<file path="src/rtl/ids_detector_if.sv">
`default_nettype none
// ============================================================================
// Module   : ids_detector_if
// Brief    : ROM sample / address / alarm bundle between the ROM and ids_detector
// Revision : 1.0  initial release
// ============================================================================
interface ids_detector_if #(
    parameter int ADDR_W = 8,
    parameter int DATA_W = 16
);
    logic [DATA_W-1:0] E_in;
    logic [DATA_W-1:0] O_in;
    logic              data_rdy;
    logic [ADDR_W-1:0] addra_out;
    logic [ADDR_W-1:0] addrb_out;
    logic              is_attacked;

    modport master (
        output E_in, O_in, data_rdy,
        input  addra_out, addrb_out, is_attacked
    );

    modport slave (
        input  E_in, O_in, data_rdy,
        output addra_out, addrb_out, is_attacked
    );
endinterface
`default_nettype wire

</file>
<file path="src/rtl/ids_detector.sv">
`default_nettype none
// ============================================================================
// Module   : ids_detector
// Brief    : Sweeps a dual-port sample ROM and raises a sticky alarm after
//            CONSEC_LIMIT consecutive samples with |E-O| > DIFF_THRESH.
// Revision : 1.0  initial release
// ============================================================================
module ids_detector #(
    parameter int ADDR_W       = 8,
    parameter int DATA_W       = 16,
    parameter int READ_LAT     = 1,
    parameter int DIFF_THRESH  = 64,
    parameter int CONSEC_LIMIT = 4
) (
    input  logic          clk,
    input  logic          rst,
    ids_detector_if.slave bus
);
    localparam int                 c_cnt_w  = $clog2(CONSEC_LIMIT + 1);
    localparam logic [c_cnt_w-1:0] c_limit  = c_cnt_w'(CONSEC_LIMIT);
    localparam logic [DATA_W-1:0]  c_thresh = DATA_W'(DIFF_THRESH);

    typedef enum logic [1:0] {
        S_IDLE  = 2'd0,
        S_RUN   = 2'd1,
        S_DRAIN = 2'd2
    } state_t;

    state_t              r_state;
    state_t              w_state_next;
    logic [ADDR_W-1:0]   r_addr;
    logic [READ_LAT-1:0] r_valid;
    logic [READ_LAT-1:0] w_valid_next;
    logic [c_cnt_w-1:0]  r_cnt;
    logic [c_cnt_w-1:0]  w_cnt_next;
    logic                r_attacked;
    logic [DATA_W-1:0]   w_diff;
    logic                w_anomaly;
    logic                w_cmp_en;

    // Valid pipe mirrors the ROM read latency so the tail lines up with E_in/O_in.
    generate
        if (READ_LAT == 1) begin : g_pipe_single
            assign w_valid_next = bus.data_rdy;
        end else begin : g_pipe_multi
            assign w_valid_next = {r_valid[READ_LAT-2:0], bus.data_rdy};
        end
    endgenerate

    assign w_diff    = (bus.E_in >= bus.O_in) ? (bus.E_in - bus.O_in) : (bus.O_in - bus.E_in);
    assign w_anomaly = (w_diff > c_thresh);
    // A non-idle state is implied by a valid tail; the term keeps the two views tied together.
    assign w_cmp_en  = r_valid[READ_LAT-1] && (r_state != S_IDLE);

    always_comb begin
        w_cnt_next = r_cnt;
        if (w_cmp_en) begin
            if (w_anomaly) begin
                w_cnt_next = (r_cnt == c_limit) ? r_cnt : (r_cnt + c_cnt_w'(1));
            end else begin
                w_cnt_next = '0;
            end
        end
    end

    always_comb begin
        w_state_next = S_IDLE;
        if (bus.data_rdy) begin
            w_state_next = S_RUN;
        end else if (|w_valid_next) begin
            w_state_next = S_DRAIN;
        end
    end

    always_ff @(posedge clk or negedge rst) begin
        if (!rst) begin
            r_state <= S_IDLE;
        end else begin
            r_state <= w_state_next;
        end
    end

    always_ff @(posedge clk or negedge rst) begin
        if (!rst) begin
            r_addr     <= '0;
            r_valid    <= '0;
            r_cnt      <= '0;
            r_attacked <= 1'b0;
        end else begin
            if (bus.data_rdy) begin
                r_addr <= r_addr + ADDR_W'(1);
            end
            r_valid <= w_valid_next;
            r_cnt   <= w_cnt_next;
            if (w_cmp_en && (w_cnt_next == c_limit)) begin
                r_attacked <= 1'b1;
            end
        end
    end

    assign bus.addra_out   = r_addr;
    assign bus.addrb_out   = r_addr;
    assign bus.is_attacked = r_attacked;

endmodule
`default_nettype wire

</file>
<file path="src/flat_wrapper.sv">
// flat-port wrapper written by rule: the top's interface ports become plain ports
module ids_detector_flat 
#(
    parameter int ADDR_W       = 8,
    parameter int DATA_W       = 16,
    parameter int READ_LAT     = 1,
    parameter int DIFF_THRESH  = 64,
    parameter int CONSEC_LIMIT = 4
)
  (clk, rst, bus_E_in, bus_O_in, bus_data_rdy, bus_addra_out, bus_addrb_out, bus_is_attacked);
  ids_detector_if #(.ADDR_W(ADDR_W), .DATA_W(DATA_W)) bus_i ();
  input  logic clk;
  input  logic rst;
  input wire logic [$bits(bus_i.E_in)-1:0] bus_E_in;
  input wire logic [$bits(bus_i.O_in)-1:0] bus_O_in;
  input wire logic [$bits(bus_i.data_rdy)-1:0] bus_data_rdy;
  output wire logic [$bits(bus_i.addra_out)-1:0] bus_addra_out;
  output wire logic [$bits(bus_i.addrb_out)-1:0] bus_addrb_out;
  output wire logic [$bits(bus_i.is_attacked)-1:0] bus_is_attacked;
  assign bus_i.E_in = bus_E_in;
  assign bus_i.O_in = bus_O_in;
  assign bus_i.data_rdy = bus_data_rdy;
  assign bus_addra_out = bus_i.addra_out;
  assign bus_addrb_out = bus_i.addrb_out;
  assign bus_is_attacked = bus_i.is_attacked;
  ids_detector #(.ADDR_W(ADDR_W), .DATA_W(DATA_W), .READ_LAT(READ_LAT), .DIFF_THRESH(DIFF_THRESH), .CONSEC_LIMIT(CONSEC_LIMIT)) u_core (.clk(clk), .rst(rst), .bus(bus_i));
endmodule
</file>
<file path="config.mk">
export PLATFORM = sky130hd
export DESIGN_NAME = ids_detector_flat
export DESIGN_NICKNAME = d
export VERILOG_FILES = /design/src/rtl/ids_detector_if.sv /design/src/rtl/ids_detector.sv /design/src/flat_wrapper.sv
export SDC_FILE = /design/constraint.sdc
export NUM_CORES = 1
export LEC_CHECK = 0
export CAP_MARGIN = 10
export CORE_MARGIN = 2
export CORE_UTILIZATION = 40
export DETAILED_ROUTE_END_ITERATION = 7
export PLACE_DENSITY = 0.7
export SYNTH_ARGS = -nofsm -noshare
export SYNTH_HDL_FRONTEND = slang
export SYNTH_SLANG_ARGS = --single-unit
</file>
<file path="constraint.sdc">
create_clock -name clk -period 3.8 [get_ports clk]
set_input_delay 0.95 -clock clk [delete_from_list [all_inputs] [get_ports clk]]
set_output_delay 0.95 -clock clk [all_outputs]
set_load 0.02 [all_outputs]
</file>
==> results of run 1 <==
==> sequential cells by signal (all words and copies together) (netlist names) <==
name,flops
u_core.bus.is_attacked,1
u_core.r_cnt,3
u_core.bus.addra_out,8
u_core.r_state,1
==> stage by stage <==
| step | utilization | worst slack (ps) | TNS [ps] | cell area, µm² | total power [W] |
|---|---|---|---|---|---|
| final | 0.636 | 76.1 | 0 | 3770 | 0.00129 |
| after global routing | 0.636 | -7.23 | -11.6 | 3770 | 0.00139 |
| after CTS | 0.631 | 24.8 | 0 | 3740 | 0.00127 |
| after detailed placement | 0.577 | -527 | -2060 | 3410 | 0.00111 |
| after global placement | 0.577 | -352 | -1400 | 3410 | 0.00108 |
| after floorplan | - | 225 | 0 | 2450 | 0.000796 |
==> routing by layer <==
layer / routed length (µm) / track usage / up-vias
met4: 56 / 0.0583 / 0
met3: 293 / 0.0239 / 10
met2: 3570 / 0.371 / 84
li1: - / - / 1328
met5: 0 / 0 / -
met1: 3090 / 0.275 / 1299
==> final cells by class <==
class,count,area [µm²],share of cell area
flip-flops and latches,13,325,0.0864
clock buffers,4,45.0,0.0120
multi-input cells,240,2120,0.563
well taps,75,93.8,0.0249
inverters,42,158,0.0418
repair buffers,125,1030,0.272
==> power groups by stage <==
| stage | clock network, W | logic (W) | registers, W |
|---|---|---|---|
| after floorplan | 0 | 0.000491 | 0.000305 |
| after global placement | 0 | 0.000817 | 0.000265 |
| after detailed placement | 0 | 0.000835 | 0.000272 |
| after CTS | 0.000122 | 0.000881 | 0.000272 |
| after global routing | 0.000128 | 0.000979 | 0.000283 |
| final | 0.000120 | 0.000896 | 0.000274 |
==> worst max-delay path, delay by kind of cell <==
| kind | cells | cell delay (ps) |
|---|---|---|
| AO/OA/AOI/OAI | 5 | 1570 |
| AND/OR/NAND/NOR | 4 | 620 |
| adder cells (fa/ha/maj) | 1 | 270 |
| buffers and inverters | 2 | 430 |
==> cell families (layout without fill, tap and decap cells) <==
family,count (synthesis),count (layout)
adder cells (fa/ha/maj),36,36
multiplexers,4,4
AND/OR/NAND/NOR,83,83
flip-flops,13,13
XOR/XNOR,23,23
buffers and inverters,63,171
AO/OA/AOI/OAI,94,94
==> final timing paths <==
kind	slack [ps]	cells after the start	from	end
max	80	12	bus_E_in[5]	u_core.r_cnt[1]
min	490	1	u_core.bus.addra_out[7]	u_core.bus.addra_out[7]
max reg2reg	2270	7	u_core.r_cnt[0]	u_core.bus.is_attacked
min reg2reg	490	1	u_core.bus.addra_out[7]	u_core.bus.addra_out[7]
max in group asynchronous	2330	1	rst	u_core.r_state[0]
min in group asynchronous	1090	1	rst	u_core.bus.addra_out[4]
==> cell usage in the layout (no fill, tap or decap), types with 4 or more instances in the layout <==
cell type,instances
nor2_1,28
a21o_1,8
dlygate4sd2_1,32
dfrtp_1,13
inv_1,26
clkdlybuf4s50_1,19
o31a_1,7
ha_4,17
xnor2_1,13
nand4_1,9
inv_2,16
nand3_1,7
ha_1,17
a21oi_1,19
o21ai_0,12
nand2_1,18
o21a_1,4
buf_4,74
xor2_1,10
==> what timing repair did <==
| item | CTS | global route |
|---|---|---|
| pin swaps | 26 | 10 |
| endpoints found under the setup margin | 4 | 4 |
| resized for setup | 78 | 3 |
| buffers inserted | 6 | 1 |
==> reports/metrics.cfg, run 1 <==
[clock_network]
ctsHtreeMaxLevel = 1
cts.clk_slew.worst_paths_ps = 50
ctsHoldBuffers = 0
cts_root_buffer = clkbuf_8
cts_tree = yes
clock_latency_ps = 240
clock-sinks = 13
cts.path.max_buffers = 2
cts_buffers = 3

[pwr]
power.switching_w = 0.000565
ir_worst_vdd_mv = 0.362
power_frac_clock = 0.093
intPower_w = 0.000725
p_leak_nw = 1.78
power_density_nw_per_um2 = 342
p_sw_frac = 0.438
pwr-share-seq = 0.213
p_comb_frac = 0.694

[synth]
yosys.area.top_type_share = 0.174
synth_compound_area_frac = 0.291
ys_types = 62
synth.largest_area_cell = ha_1
synth_mux_area_frac = 0.0169
postSynthCellCount = 316
synth_top_family_by_area = compound AO/OA/AOI/OAI gates
async_flop_share = 1.00
synth_nets = 387
netlist_area_um2 = 2450
synth_edf_count = 0
synth-simple-area-share = 0.165
synth_fa_ha_area_frac = 0.190
synth_most_common_cell = inv_1
synth_area_leaders = ha_1 (17%), dfrtp_1 (13%), inv_1 (6.4%), xnor2_1 (4.7%), a21oi_1 (4.3%)
ys_seq_area_frac = 0.133
synth_xor_area_frac = 0.0823
synth_flop_cell = dfrtp_1
yosys-top-cells-count = inv_1 (42), ha_1 (34), nor2_1 (28)
synth_warnings = 0
synth.avg_cell_area_um2 = 7.74
synth-seq-cells = 13

[final_layout]
fin_nets = 496
area_growth_pct = 53.9
fin_cells = 499
drive_gt1_frac = 0.323
fill_cells = 520
n_antenna_cell = 0

[timing]
finalSetupViolCount = 0
drv_slew = 0
hold_viol = 0
period_minus_slack_ps = 3720
max_slew.worst_pin.slew_ps = 591
finClkSkew_ps = 3.35
max_freq_mhz = 269
post-route-period-util = 0.980
slew_headroom = 0.604
hold_slack_ps = 492

[floorplanning]
dieArea_um2 = 6760
start_util = 0.413
rows = 28
core-area_um2 = 5920
ios = 52
die_w_um = 82.2
die_y_um = 82.2

[worst_setup_path]
path_cells = dlygate4sd2_1, ha_4, buf_4, nand3_1, a211oi_1, nor2_1, o21ai_0, o311a_1, nor2_1, nor4b_1, a41oi_1, o31a_1
required_ps = 3920
crit_arrival_ps = 3840
worstPathMaxFanout = 9
cpPeakStageDelay_ps = 500
cp-start-kind = primary input
critical_path_class = primary input to flop
worst_setup_path_end_kind = flop
crit_path_frequent_cell = nor2_1
cpMaxStageDelayCell = o21ai_0

[global_route]
grt_max_degree = 14
gr-usage-all-layers = 0.213
antenna_found_initial = 0
grt_pass1_vias = 2632
grt_first_pass_wirelength_mm = 11.6
grt_overflow = 0

[drt]
drt_first_iter_violations = 121
firstDrtPassIters = 5
vias = 2721
avgViaCountPerCell = 5.45
wl_per_cell_um = 14.0
remaining_drc_errors = 0
drtAntennaViolNets = 0
drt-total-wl_mm = 7.00

[min_path]
hold_path_class = flop to flop

[job]
max-cap-violations = 0

[placement]
numPortBuffers = 51
hpwl_mm = 5.41
place_inst = 488
gp_congestion = 0.890

[run_status]
status = completed

Power figures use the tool's default switching activity.
==> inputs of run 2 (changes only) <==
- CAP_MARGIN: 10 -> default
- CTS_BUF_LIST: default -> sky130_fd_sc_hd__clkbuf_8
==> reports/metrics.cfg, run 2 (synthesized netlist as in run 1, its figures left out) <==
[min_path]
whs_path_depth = 1  ; unchanged
hold_path_class = flop to flop
min-delay-start = u_core.bus.addra_out[7]

[floorplanning]
rows = 28  ; unchanged
ios = 52  ; unchanged
core-area_um2 = 5920  ; unchanged
dieArea_um2 = 6760  ; unchanged
start_util = 0.413  ; unchanged
die_y_um = 82.2  ; unchanged
die_w_um = 82.2  ; unchanged

[worst_setup_path]
critical_path_class = primary input to flop
worst_setup_path_end_kind = flop
r2r_start = u_core.r_cnt[0]
cp-start-kind = primary input
worstSetupStartpoint = bus_E_in[5]
crit_arrival_ps = 3840  ; about the same
r2r_cells = 7  ; unchanged
required_ps = 3920  ; about the same
worstPathMaxFanout = 9  ; unchanged

[job]
max-cap-violations = 0  ; unchanged

[final_layout]
n_antenna_cell = 0  ; unchanged
mostFrequentLayoutCell = buf_4
area_growth_pct = 53.9  ; unchanged
largest_reg_flops = 8  ; unchanged
fill_cells = 520  ; unchanged
fin_nets = 496  ; unchanged
final_cell_mix = buf_4 (74), dlygate4sd2_1 (32), nor2_1 (28), inv_1 (27)
drive_gt1_frac = 0.323  ; unchanged
final_area_um2 = 3770  ; unchanged

[pwr]
ir_worst_vdd_mv = 0.361  ; -0.28%
p_total_w = 0.00129  ; -0.20%
p_leak_nw = 1.79  ; +0.23%
power_density_nw_per_um2 = 342  ; -0.20%

[drt]
drt-total-wl_mm = 7.00  ; unchanged
vias = 2721  ; unchanged
wl_per_cell_um = 14.0  ; unchanged
remaining_drc_errors = 0  ; unchanged
firstDrtPassIters = 5  ; unchanged
drt_first_iter_violations = 121  ; unchanged
avgViaCountPerCell = 5.45  ; unchanged
drtAntennaViolNets = 0  ; unchanged

[timing]
drv_slew = 0  ; unchanged
max_slew.worst_pin.slew_ps = 591  ; unchanged
finalSetupViolCount = 0  ; unchanged
slew_headroom = 0.604  ; unchanged
finClkSkew_ps = 3.62  ; +0.267 ps
max_freq_mhz = 269  ; unchanged
hold_viol = 0  ; unchanged
post-route-period-util = 0.980  ; unchanged
period_minus_slack_ps = 3720  ; unchanged

[clock_network]
cts.path.max_buffers = 2  ; unchanged
ctsHtreeMaxLevel = 1  ; unchanged
clock-sinks = 13  ; unchanged
cts_tree = yes
cts_root_buffer = clkbuf_8
cts_buffers = 3  ; unchanged
clock_latency_ps = 240  ; about the same
cts.clk_slew.worst_paths_ps = 50  ; about the same

[global_route]
grt_pass1_vias = 2632  ; unchanged
grt_max_degree = 14  ; unchanged
antenna_found_initial = 0  ; unchanged
grt_overflow = 0  ; unchanged
gr-usage-all-layers = 0.213  ; unchanged
grt_first_pass_wirelength_mm = 11.6  ; unchanged

[placement]
numPortBuffers = 51  ; unchanged
hpwl_mm = 5.41  ; unchanged
gp_congestion = 0.890  ; unchanged
placed_cell_area_um2 = 3410  ; unchanged

[run_status]
status = completed

[run 2: cell count changes in the layout (fill, tap and decap cells not counted), sizes merged]
cell / before / now
clkbuf: 4 / 3
inv: 42 / 43
[run 2: repair_timing]
action                     4_1_cts  5_1_grt
pin swaps                       26       10
hold buffers                     0        0
setup buffers                    6        1
gates cloned                     0        0
gates resized for setup         78        3
setup endpoints to repair        4        4
[run 2: power breakdown]
group	leakage, nW	switching, W	internal [W]
Sequential	0.155	0.0000782	0.000196
Combinational	1.61	0.000441	0.000455
Clock	0.0269	0.0000464	0.0000711
Total	1.79	0.000566	0.000722
[run 2: area by class of cell]
class,count,area [µm²],area share
well taps,75,93.8,0.0249
clock inverters,1,3.75,0.000996
repair buffers,125,1030,0.272
clock buffers,3,41.3,0.0110
multi-input cells,240,2120,0.563
inverters,42,158,0.0418
flip-flops and latches,13,325,0.0864
[run 2: worst paths after layout]
kind | endpoint | slack (ps)
setup / recovery | u_core.r_cnt[1] | 80
hold / removal | u_core.bus.addra_out[7] | 490
setup reg to reg | u_core.bus.is_attacked | 2270
hold reg to reg | u_core.bus.addra_out[7] | 490
max in group asynchronous | u_core.r_state[0] | 2330
min in group asynchronous | u_core.bus.addra_out[4] | 1090
[run 2: per-stage QoR]
step                      setup WS, ps  setup TNS (ps)  utilization  hold slack, ps  std cells
final                             76.1               0        0.636             492        499
after global routing             -7.23           -11.6        0.636             515        499
after CTS                         24.8               0        0.631             499        498
after detailed placement          -527           -2060        0.577             490        488
after global placement            -352           -1400        0.577             479        488
after floorplan                    225               0            -             579        316
[run 2: critical path, stage by stage]
cell and delay (ps):
dlygate4sd2_1 270, ha_4 270, buf_4 160, nand3_1 140
a211oi_1 310, nor2_1 130, o21ai_0 500, o311a_1 210
nor2_1 40, nor4b_1 310, a41oi_1 180, o31a_1 370
[run 2: metal layers]
layer	wire length, µm	GRT usage	up-vias
met5	0	0	-
met4	56	0.0583	0
met3	293	0.0239	10
met2	3570	0.371	84
met1	3090	0.275	1299
li1	-	-	1328
